===== config.mk =====
export PLATFORM = sky130hd
export DESIGN_NAME = sqrt_hs
export DESIGN_NICKNAME = d
export VERILOG_FILES = /design/src/rtl/sqrt_hs.sv
export SDC_FILE = /design/constraint.sdc
export NUM_CORES = 1
export LEC_CHECK = 0
export BUFFER_PORTS_ARGS = -buffer_cell sky130_fd_sc_hd__buf_2
export CELL_PAD_IN_SITES_DETAIL_PLACEMENT = 1
export CELL_PAD_IN_SITES_GLOBAL_PLACEMENT = 2
export CORE_ASPECT_RATIO = 1.1
export CORE_UTILIZATION = 39
export DETAILED_ROUTE_END_ITERATION = 7
export PLACE_DENSITY_LB_ADDON = 0.1
export SKIP_CTS_REPAIR_TIMING = 1
export SYNTH_ARGS = -nofsm -noshare
export SYNTH_HDL_FRONTEND = slang
export SYNTH_SLANG_ARGS = --single-unit
export TNS_END_PERCENT = 100

===== constraint.sdc =====
create_clock -name clk -period 6.6 [get_ports clk]
set_input_delay 0.33 -clock clk [delete_from_list [all_inputs] [get_ports clk]]
set_output_delay 0.33 -clock clk [all_outputs]
set_load 0.02 [all_outputs]

===== src/rtl/sqrt_hs.sv =====
// Integer square root, out = floor(sqrt(in)), behind a 4-phase req/fin handshake.
// Restoring radix-2 digit-by-digit recurrence, one result bit per clock.
module sqrt_hs #(
    parameter int WIDTH = 32
) (
    input  logic             clk,
    input  logic             rst_n,
    input  logic             req,
    output logic             fin,
    input  logic [WIDTH-1:0] in,
    output logic [WIDTH-1:0] out
);
    localparam int H  = WIDTH / 2;
    localparam int RW = H + 2;
    localparam int CW = $clog2(H + 1);

    typedef enum logic [1:0] {IDLE, CALC, DONE} state_t;

    state_t           state, state_nx;
    logic [WIDTH-1:0] rad;
    logic [RW-1:0]    rem, rem_sh, trial, rem_nx;
    logic [H-1:0]     root, root_nx, res;
    logic [CW-1:0]    cnt;
    logic             ge, last;

    // One recurrence step: bring down the next radicand pair and try a 1 digit.
    always_comb begin
        rem_sh  = {rem[RW-3:0], rad[WIDTH-1 -: 2]};
        trial   = {root, 2'b01};
        // Bits shifted out of rem would make rem_sh exceed any trial value.
        ge      = (rem[RW-1 -: 2] != 2'b00) || (rem_sh >= trial);
        rem_nx  = ge ? (rem_sh - trial) : rem_sh;
        root_nx = (root << 1) | H'(ge);
        last    = (cnt == CW'(1));
    end

    always_ff @(posedge clk or negedge rst_n) begin
        if (!rst_n) state <= IDLE;
        else        state <= state_nx;
    end

    always_comb begin
        state_nx = state;
        case (state)
            IDLE:    if (req) state_nx = CALC;
            CALC:    if (!req) state_nx = IDLE;
                     else if (last) state_nx = DONE;
            DONE:    if (!req) state_nx = IDLE;
            default: state_nx = IDLE;
        endcase
    end

    always_ff @(posedge clk or negedge rst_n) begin
        if (!rst_n) begin
            rad  <= '0;
            rem  <= '0;
            root <= '0;
            cnt  <= '0;
            res  <= '0;
            fin  <= 1'b0;
        end else begin
            case (state)
                IDLE: if (req) begin
                    rad  <= in;
                    rem  <= '0;
                    root <= '0;
                    cnt  <= CW'(H);
                end
                CALC: if (req) begin
                    rad  <= rad << 2;
                    rem  <= rem_nx;
                    root <= root_nx;
                    cnt  <= cnt - CW'(1);
                    if (last) begin
                        res <= root_nx;
                        fin <= 1'b1;
                    end
                end
                DONE: if (!req) fin <= 1'b0;
                default: ;
            endcase
        end
    end

    assign out = {{(WIDTH - H){1'b0}}, res};

endmodule


# Word-level counts from Yosys, hierarchy flattened
# Cells that the tools add are included.
dict set report word_totals {
  regBits 90
  word_cells 50
  output_inout_bits 33
  in_bits 35
}
dict set report op_classes {
  n_mux 22
  reduce_logical 9
  add_sub_neg 2
  eq_ne 8
  n_lt_le_gt_ge 1
  n_bitwise 1
}
# op count
set ops {}
lappend ops {{32-bit 2-to-1 mux} 2}
lappend ops {{32-bit one-hot mux with 2 select lines} 1}
lappend ops {{18-bit 2-to-1 mux} 3}
lappend ops {{18-bit one-hot mux with 2 select lines} 1}
lappend ops {{16-bit 2-to-1 mux} 2}
lappend ops {{16-bit one-hot mux with 2 select lines} 1}
lappend ops {{18-bit greater-or-equal comparator} 1}
lappend ops {{18-bit subtractor} 1}
lappend ops {{16-bit by 1-bit OR with 16-bit output} 1}
lappend ops {{5-bit 2-to-1 mux} 2}
lappend ops {{5-bit one-hot mux with 2 select lines} 1}
lappend ops {{3-bit AND reduction} 3}
lappend ops {{2-bit 2-to-1 mux} 4}
lappend ops {{2-bit inequality test (second input constant)} 4}
lappend ops {{2-bit one-hot mux with 3 select lines} 1}
lappend ops {{2-bit nonzero test} 3}
lappend ops {{5-bit by 1-bit == test with 1-bit output (second input constant)} 1}
lappend ops {{5-bit by 1-bit subtractor with 5-bit output (second input constant)} 1}
lappend ops {{4-bit AND reduction} 1}
lappend ops {{1-bit 2-to-1 mux} 3}
lappend ops {{3-bit inequality test (second input constant)} 1}
lappend ops {{2-bit by 1-bit == test with 1-bit output (second input constant)} 1}
lappend ops {{2-bit == test (second input constant)} 1}
lappend ops {{2-bit zero test} 1}
lappend ops {{2 further kinds} 2}

# Depth between registers and ports, before layout
dict set report depth {
  word_depth 5
  depth_mapped 11
  depth_no_buf 9
}

# Least setup slack after synthesis
# OpenSTA, ideal clock, no wires.
dict set report synth_timing {
  path_kind {reg-to-reg}
  start {register rem[2]}
  end {register rem[14]}
  slack_ns 4.357
  synth_period_minus_slack_ns 2.243
  arrival_time_ns 2.122
  setup_time_ns 0.121
  path_stages_with_launch 10
  path_buffers 1
  t_required_ns 6.479
  path_cell_list {dfrtp_1 -> ha_1 -> a21o_1 -> a21oi_2 -> nand4_2 -> a211oi_2 -> o21bai_2 -> buf_4 -> mux2i_1 -> a22o_1}
}
dict set report synth_between {
  elab_chain_cells 5
  elab_cells_between_ends 6
  classes_between {1 x add/sub; 1 x order compare; 3 x mux; 1 x reduce/logical}
}
# item line
set synth_rtl {}
lappend synth_rtl {{start: declaration} 21} ;# logic [RW-1:0] rem, rem_sh, trial, rem_nx;
lappend synth_rtl {{start signal: assignment} 71} ;# rem <= rem_nx;
lappend synth_rtl {{18-bit greater-or-equal comparator} 31} ;# ge = (rem[RW-1 -: 2] != 2'b00) || (rem_sh >= trial);
lappend synth_rtl {{1-bit logical OR} 31}
lappend synth_rtl {{18-bit 2-to-1 mux *} 32} ;# rem_nx = ge ? (rem_sh - trial) : rem_sh;
lappend synth_rtl {{18-bit 2-to-1 mux *} 69} ;# CALC: if (req) begin
lappend synth_rtl {{18-bit one-hot mux with 2 select lines *} 62} ;# case (state)
# Mark *: on every way between the ends. The rest lies on a longest branch, timed or not. The select of a mux whose other input is x is not followed.
# A chain may end at the register's enable or synchronous reset.

# Worst setup path after layout
dict set report layout_timing {
  start {register root[0]}
  end {register rem[7]}
}
dict set report layout_between {
  elab_chain_cells 5
  elab_cells_between_ends 6
  classes_between {1 x add/sub; 1 x order compare; 3 x mux; 1 x reduce/logical}
}
# item line
set layout_rtl {}
lappend layout_rtl {{start: declaration} 22} ;# logic [H-1:0] root, root_nx, res;
lappend layout_rtl {{start signal: assignment} 72} ;# root <= root_nx;
lappend layout_rtl {{18-bit greater-or-equal comparator} 31}
lappend layout_rtl {{1-bit logical OR} 31}
lappend layout_rtl {{18-bit 2-to-1 mux *} 32}
lappend layout_rtl {{18-bit 2-to-1 mux *} 69}
lappend layout_rtl {{18-bit one-hot mux with 2 select lines *} 62}
# Marks and branches as above.

==> metrics <==
status=completed; Synth Flop Type=dfrtp_1; WL/cell=16.4 um; Register Area=2250 um2; HP Class=in2reg; mux cell area share after synthesis=8.36%; CTS tree=yes; largest family of logic cells by synthesized area=compound AO/OA/AOI/OAI gates; fraction of layout cells with a size suffix above 1=15.1%; final hold viol count=0; setup_tns=0 ps; die area=13,100 um2; vias=3,827; initial drt markers=107; H-tree depth=3; mean post-synth cell area=9.36 um2; Ys Warns=0; TritonRoute pass-1 iters=4; relative slew slack=42.8%; Max stage delay on crit path=380 ps; later-pin clock latency in the skew report=350 ps; DRT Wirelength=11.9 mm; Critical Path Start Type=flip-flop; starting density of the core=40.4%; clk buf depth=2; Rows=42; complex-gate fraction of the synthesized area=17.5%; Critical Path Fanout Max=20; minimum clock period after layout=2970 ps; Max Cap Viol=0; library cells used by synthesis=57; DIE WIDTH=109 um; Root Buffer=clkbuf_16; Antenna Cells=0; Pleak=2.63 nW; first-pass GRT wire length=20.2 mm; Setup CP Type=reg2reg; Synth Area in Simple Gates=14.3%; Core Region=12,200 um2; Gate Count Post-Synth=526; fin. max-slew vios=0; Power per Cell Area=409 nW/um2; Global Route Usage Sum=20.2%; commonest cells after routing, fill and taps aside=dfrtp_1, o21ai_0, nand2_1; type of destination of the critical path=flip-flop; RSZ-0062 raised after global routing=no; NumNets Final=621; final setup fails=0; die height=120 um; adder-cell share of the synthesized area=5.08%; Critical-path top delay cell=dfrtp_1; Clock Sinks=90; clk_skew=4.56 ps; Residual DRC=0; Final Cell Area=5530 um2; CP bufs+invs=2; f_max=0.337 GHz; largest net degree at the start of global routing=88; Placed Instance Area=5250 um2; critical path's top delay family=compound AO/OA/AOI/OAI gates; post-synthesis sequential area ratio=45.8%; Worst EP required=6830 ps; Synth async-reset ratio=100%; gpl congestion=0.802; Worst-Margin Slew=856 ps; vias in the first global route=4,102; # IOs=68; PortBufs=51; cell area after synthesis=4920 um2; Multi-input gate area=2410 um2; Antenna Nets Post-Route=0; cts bufs inserted=9; vias per cell=5.28; HPWL Detailed=8.31 mm; WP data arrival=3200 ps; GRT Residual Overflow=0; Synth Area in XOR/XNOR=2.31%; Fin Hold WS=223 ps; CP cell instances=inv_1 -> ha_1 -> nor2b_1 -> o2111ai_2 -> nand4_2 -> a211oi_2 -> o21bai_2 -> buf_4 -> and2_1 -> a221o_1; peak supply drop=0.133 mV; number of synthesized flops with an enable pin=0; Yosys reg bits=90; Clock transition at path regs=70 ps; initial antenna violation count=0; Filler cells=1,452; Tcrit/Tclk final=45.0%; commonest non-fill, non-tap cell in the layout=dfrtp_1; Area growth syn-to-layout=12.3%
## report_power, final
group          switching, mW  internal [mW]  total, mW
Combinational          0.588          0.451       1.04
Sequential            0.0771          0.657      0.734
Clock                  0.229          0.255      0.484
Total                  0.895           1.36       2.26
## flip-flops by register name, indices dropped and copies added, names as in the netlist
register and count:
rem 18, root 16, state 2, rad 32
res 16, fin 1, cnt 5
## layer usage
layer  vias to the layer above  global-route usage [%]  wire length [um]
li1                       1879                       -                 -
met1                      1887                    24.1              5280
met2                        46                    34.9              6020
met3                        15                    3.69               343
met4                         0                    9.21               272
met5                         -                       0                 0
## synthesized netlist by cell type, drive strengths merged, types with 3 or more instances
cell type   n  area share [%]
nand3      23             2.3
dfrtp      90              46
a221o       5             1.0
nor3        5            0.51
a21o        3            0.48
and2        3            0.38
and3        3            0.38
mux2i      40             8.1
nand4       3            0.51
o21ai      84             8.5
a21oi      19             2.0
nor2b       7            0.89
ha         20             5.1
o211ai      3            0.46
buf        23             3.1
xnor2      11             2.0
inv        26             2.0
clkbuf     20             1.5
nand2      80             6.1
a211oi      4            0.71
nor2       13            0.99
nand3b      4            0.61
o21a        5            0.76
## final cells by class
| class | count | share of cell area [%] |
|---|---|---|
| repair buffers | 57 | 5.53 |
| clock buffers | 9 | 4.08 |
| well taps | 154 | 3.49 |
| inverters | 26 | 1.77 |
| flip-flops and latches | 90 | 40.8 |
| multi-input cells | 382 | 43.5 |
| clock inverters | 7 | 0.815 |
## worst paths after layout
kind / from / depth (start not counted) / endpoint / slack (ps)
max: root[0] / 10 / rem[7] / 3630
min: in[0] / 3 / rad[0] / 220
max reg2reg: root[0] / 10 / rem[7] / 3630
min reg2reg: res[13] / 2 / res[13] / 470
max in group asynchronous: rst_n / 3 / state[0] / 4990
min in group asynchronous: rst_n / 2 / rem[17] / 450
## kinds of logic after synthesis
family                     count (synthesis)
xor gates and xnor gates                  13
AOI/OAI and AO/OA                        141
DFF                                       90
muxes                                     41
and+or+nand+nor                          151
adders and majority gates                 20
buffers and inverters                     69
other                                      1
## worst min-delay path: stages
cell and delay, ps:
buf_2 80, nand3b_1 70, nand2_1 60
## stage by stage
stage	power, mW	utilization [%]	setup slack, ps	std cells
finish	2.26	45.3	3630	725
global route	2.42	45.3	3480	725
CTS	2.29	45.2	3610	724
detailed placement	1.79	43.0	3620	708
global placement	1.77	43.0	3670	708
floorplan	1.55	-	4360	541
Note: power is estimated with default switching activity, not from simulation.
